### src/rtl/qam_pkg.sv
// Shared constants and helpers for the QAM symbol mapper: default geometry,
// Gray decode and odd-integer level mapping.
package qam_pkg;

  localparam int DEF_BITS_PER_SYM = 4;
  localparam int DEF_OSR          = 8;
  localparam int DEF_AMP_W        = 8;

  // Axis codes never exceed 4 bits (BITS_PER_SYM <= 8), so 8 bits is ample.
  function automatic logic [7:0] gray2bin(input logic [7:0] g);
    logic [7:0] b;
    b[7] = g[7];
    for (int i = 6; i >= 0; i--) begin
      b[i] = b[i+1] ^ g[i];
    end
    return b;
  endfunction

  // Level for index k on an M-ary axis: 2k - (M-1).
  function automatic logic signed [15:0] level(input logic [7:0] code, input int m);
    return signed'(16'(2 * int'(code) - (m - 1)));
  endfunction

endpackage

### src/rtl/qam_axis_map.sv
// Combinational code-to-amplitude map for one QAM axis.
// Gray-coded axes are selected by defining QAM_MAPPER_GRAY_EN.
module qam_axis_map
  import qam_pkg::*;
#(
  parameter int CODE_W = 2,
  parameter int AMP_W  = 8
) (
  input  logic        [CODE_W-1:0] code,
  output logic signed [AMP_W-1:0]  amp
);

  localparam int M = 1 << CODE_W;

  logic        [7:0]  k;
  logic signed [15:0] lvl;

`ifdef QAM_MAPPER_GRAY_EN
  assign k = gray2bin(8'(code));
`else
  assign k = 8'(code);
`endif

  assign lvl = level(k, M);
  assign amp = lvl[AMP_W-1:0];

endmodule

### src/rtl/qam_symbol_mapper.sv
// Serial-bit to QAM I/Q level mapper: bit collector, free-running symbol phase
// counter and registered I/Q outputs held for OSR clocks. Gray option: QAM_MAPPER_GRAY_EN.
module qam_symbol_mapper
  import qam_pkg::*;
#(
  parameter int BITS_PER_SYM = DEF_BITS_PER_SYM,
  parameter int OSR          = DEF_OSR,
  parameter int AMP_W        = DEF_AMP_W
) (
  input  logic                    clk,
  input  logic                    rst_n,
  input  logic                    bit_in,
  input  logic                    bit_valid,
  output logic                    bit_ready,
  output logic signed [AMP_W-1:0] sym_i,
  output logic signed [AMP_W-1:0] sym_q,
  output logic                    sym_strobe,
  output logic                    underrun
);

  localparam int HALF  = BITS_PER_SYM / 2;
  localparam int CNT_W = $clog2(BITS_PER_SYM + 1);
  localparam int PH_W  = $clog2(OSR);

  logic        [BITS_PER_SYM-1:0] shreg;
  logic        [CNT_W-1:0]        bit_cnt;
  logic        [PH_W-1:0]         phase_cnt;
  logic                           tick;
  logic                           full;
  logic                           accept;
  logic signed [AMP_W-1:0]        amp_i;
  logic signed [AMP_W-1:0]        amp_q;

  assign tick      = (phase_cnt == PH_W'(OSR - 1));
  assign full      = (bit_cnt == CNT_W'(BITS_PER_SYM));
  assign bit_ready = (bit_cnt < CNT_W'(BITS_PER_SYM));
  assign accept    = bit_valid && bit_ready;

  always_ff @(posedge clk or negedge rst_n) begin
    if (!rst_n) begin
      phase_cnt <= '0;
    end else if (tick) begin
      phase_cnt <= '0;
    end else begin
      phase_cnt <= phase_cnt + 1'b1;
    end
  end

  // First accepted bit ends up at the MSB, i.e. the I-axis MSB.
  always_ff @(posedge clk or negedge rst_n) begin
    if (!rst_n) begin
      shreg   <= '0;
      bit_cnt <= '0;
    end else begin
      if (accept) begin
        shreg <= {shreg[BITS_PER_SYM-2:0], bit_in};
      end
      // A full collector cannot accept, so drain and accept never coincide.
      if (tick && full) begin
        bit_cnt <= '0;
      end else if (accept) begin
        bit_cnt <= bit_cnt + 1'b1;
      end
    end
  end

  qam_axis_map #(.CODE_W(HALF), .AMP_W(AMP_W)) u_map_i (
    .code (shreg[BITS_PER_SYM-1 -: HALF]),
    .amp  (amp_i)
  );

  qam_axis_map #(.CODE_W(HALF), .AMP_W(AMP_W)) u_map_q (
    .code (shreg[HALF-1:0]),
    .amp  (amp_q)
  );

  always_ff @(posedge clk or negedge rst_n) begin
    if (!rst_n) begin
      sym_i      <= '0;
      sym_q      <= '0;
      sym_strobe <= 1'b0;
      underrun   <= 1'b0;
    end else begin
      sym_strobe <= tick;
      if (tick) begin
        if (full) begin
          sym_i    <= amp_i;
          sym_q    <= amp_q;
          underrun <= 1'b0;
        end else begin
          sym_i    <= '0;
          sym_q    <= '0;
          underrun <= 1'b1;
        end
      end
    end
  end

endmodule

### config.mk
export PLATFORM = sky130hd
export DESIGN_NAME = qam_symbol_mapper
export DESIGN_NICKNAME = d
export VERILOG_FILES = /design/src/rtl/qam_pkg.sv /design/src/rtl/qam_axis_map.sv /design/src/rtl/qam_symbol_mapper.sv
export SDC_FILE = /design/constraint.sdc
export NUM_CORES = 1
export LEC_CHECK = 0
export ABC_AREA = 1
export BUFFER_PORTS_ARGS = -buffer_cell sky130_fd_sc_hd__buf_2
export CAP_MARGIN = 5
export CORE_MARGIN = 2
export CORE_UTILIZATION = 40
export DETAILED_ROUTE_END_ITERATION = 12
export GPL_TIMING_DRIVEN = 0
export PLACE_DENSITY = 0.75
export SKIP_LAST_GASP = 1
export SLEW_MARGIN = 20
export SYNTH_ARGS = -nofsm -noshare
export SYNTH_HDL_FRONTEND = slang
export SYNTH_SLANG_ARGS = --single-unit
export TNS_END_PERCENT = 50
### constraint.sdc
create_clock -name clk -period 1.2 [get_ports clk]
set_input_delay 0.12 -clock clk [delete_from_list [all_inputs] [get_ports clk]]
set_output_delay 0.12 -clock clk [all_outputs]
set_load 0.05 [all_outputs]
==> results.cfg <==
[outcome]
outcome = completed

[logic_synthesis]
yosysWarnings = 0
synth_top_area_share_pct = 54.5
synth_cell_types = 15
avgSynthCellArea_sq_um = 10.6
yosysTopAreaCell = dfrtp_1
ys_ff_latch = 17
synth_area_leaders = dfrtp_1 54%, buf_4 11%, ha_1 6.4%
syn_inst = 74
ys_seq_area_share_pct = 54.5
syn_nets = 82
synth.cell_area_sq_um = 781

[global_routing]
grt_first_pass_wirelength_mm = 2.06
grt_max_degree = 18
grt-ovfl-total = 0
antenna_found_initial = 0
grt_pass1_vias = 512
grt_usage_pct = 13.3

[sta]
rsz0062_at_grt = yes
post-route-min-period_ns = 1.17
worst_slew_pin_slew_ns = 0.368
final-setup-viol-count = 0
fin_skew_ns = 0.00665
fin_tns_setup_ns = 0
whs_ns = 0.0334
setup_ws_ns = 0.0272
slew_headroom_pct = 75.4
fmax_mhz = 853
fin_crit_sh_pct = 97.7
slew_viol_final = 0
hold_viol = 0

[placement]
dp.final_hpwl_microns = 969
dp.cells = 121
place_congestion = 0.776
numPortBuffers = 22
post-place-ws_ns = -0.0965
placedInstanceArea_sq_um = 922

[power_and_ir_drop]
seqPwrFrac_pct = 28.9
clockPowerShare_pct = 9.9
peakVddDrop_uv = 1520
total_power_mw = 3.11
cellLeakagePower_nw = 0.566
pwr_density_cell_mw_per_mm2 = 2890
switching_share_pct = 50.1
intPower_mw = 1.55
p_sw_mw = 1.56
power_frac_comb_pct = 61.3

[setup_path]
cpLargestDelayFamily = flip-flops
cp_max_fo = 7
start_kind = register
critPathRequiredTime_ns = 1.08
worstSetupEndpointType = output port
worstPathArrival_ns = 1.05
cp_common_cell = buf_4
critical_path_class = reg2out
cp_slowest_cell = dfrtp_2
max_stage_delay_ns = 0.45
cp_cell_sequence = buf_4 -> buf_4
critPathBufInv = 2

[route]
drc = 0
dr.first_iter.drc_count = 4
wl_per_cell_microns = 11.3
num_vias = 574
firstDrtPassIters = 3
drtAntennaViolNets = 0
vias_per_cell = 4.45
routed_wl_mm = 1.46

[hold_path]
hold_path_class = in2reg

[cts]
clk_pin_slew_ns = 0.09
clockBufferDepth = 2
cts.sinks = 17
cts_tree = done
clock_tree.root_cell = clkbuf_4
cts-htree-levels = 1
cts_made_buffers = 3
clkLatencyLatePin_ns = 0.29

[floorplan]
initial_core_util_pct = 43.8
die-area_sq_mm = 0.00232
num_rows = 15
io_pins = 23
die_x_microns = 48.2
fp.dieH_microns = 48.2
core-area_sq_mm = 0.00178

[final_layout]
fin_area_sq_mm = 0.00108
nets = 113
drive_gt1_share_pct = 54.8
fin_cells = 129
fin_util_pct = 60.4
layout_common_cells = 14 x buf_4, 14 x dfrtp_1, 13 x nand2_1
diodes = 0
syn_to_final_growth_pct = 38.0

[flow_run]
drv_cap = 0
[registers in the layout, indices dropped and copies added, names as in the netlist]
| signal | count |
|---|---|
| underrun | 1 |
| sym_i | 3 |
| sym_strobe | 1 |
| sym_q | 2 |
| shreg | 4 |
| bit_cnt | 3 |
| phase_cnt | 3 |
[power by group through the flow]
stage	registers [mW]	clock network [mW]	logic, mW
finish	0.898	0.307	1.90
global route	0.919	0.355	2.02
CTS	0.899	0.321	1.71
detailed placement	0.907	0	1.62
global placement	0.897	0	1.59
floorplan	1.14	0	1.08
[cells in the mapped netlist, drive strengths merged]
cell type	instances
a21oi	1
nand3	3
o21ai	8
nor2	5
ha	4
nand2	16
dfrtp	17
inv	9
buf	11
[cell families (layout without fill, tap and decap cells)]
kind of cell	Yosys count	in the layout	share of synthesized area (%)
simple gates	24	25	16.3
fa+ha+maj	4	4	6.41
flops	17	17	54.5
compound gates	9	9	7.21
buf+inv	20	49	15.5
[tightest hold or removal path: stages]
cell and delay, ns:
buf_2 0.08, nand2_2 0.05, o21ai_2 0.04
[worst paths after layout]
check	start	endpoint	slack, ns	cells after the start
worst max-delay path	sym_q[6]	sym_q[5]	0.03	2
worst min-delay path	bit_in	shreg[0]	0.03	3
worst max register to register	phase_cnt[0]	bit_cnt[1]	0.09	6
worst min register to register	phase_cnt[0]	phase_cnt[0]	0.44	1
min in group asynchronous	rst_n	phase_cnt[1]	0.26	2
max in group asynchronous	rst_n	sym_q[6]	0.65	2
[final cells by class]
type / count / area [sq um]
Fill cell: 154 / 706
Sequential cell: 17 / 429
Multi-Input combinational cell: 38 / 262
Timing Repair Buffer: 25 / 200
Buffer: 11 / 86.3
Inverter: 9 / 38.8
Tap cell: 25 / 31.3
Clock buffer: 3 / 22.5
Clock inverter: 1 / 7.51
[timing repair]
| action | 4_1_cts | 5_1_grt |
|---|---|---|
| buffers inserted | 0 | 2 |
| resized for setup | 12 | 22 |
| cloned | 0 | 1 |
| hold endpoints to repair | 17 | 0 |
| pin swaps | 1 | 1 |
| endpoints found under the setup margin | 20 | 22 |
| hold buffers | 1 | 0 |
[metal layers]
layer,global-route usage (%),wire (microns),share of wire [%],vias up
met5,0,0,0,-
met4,8.11,23,1.6,0
met3,4.81,63,4.3,4
met2,22.4,769,53,17
met1,14.3,603,41,269
li1,-,-,-,284
Note: power is estimated with default switching activity, not from simulation.
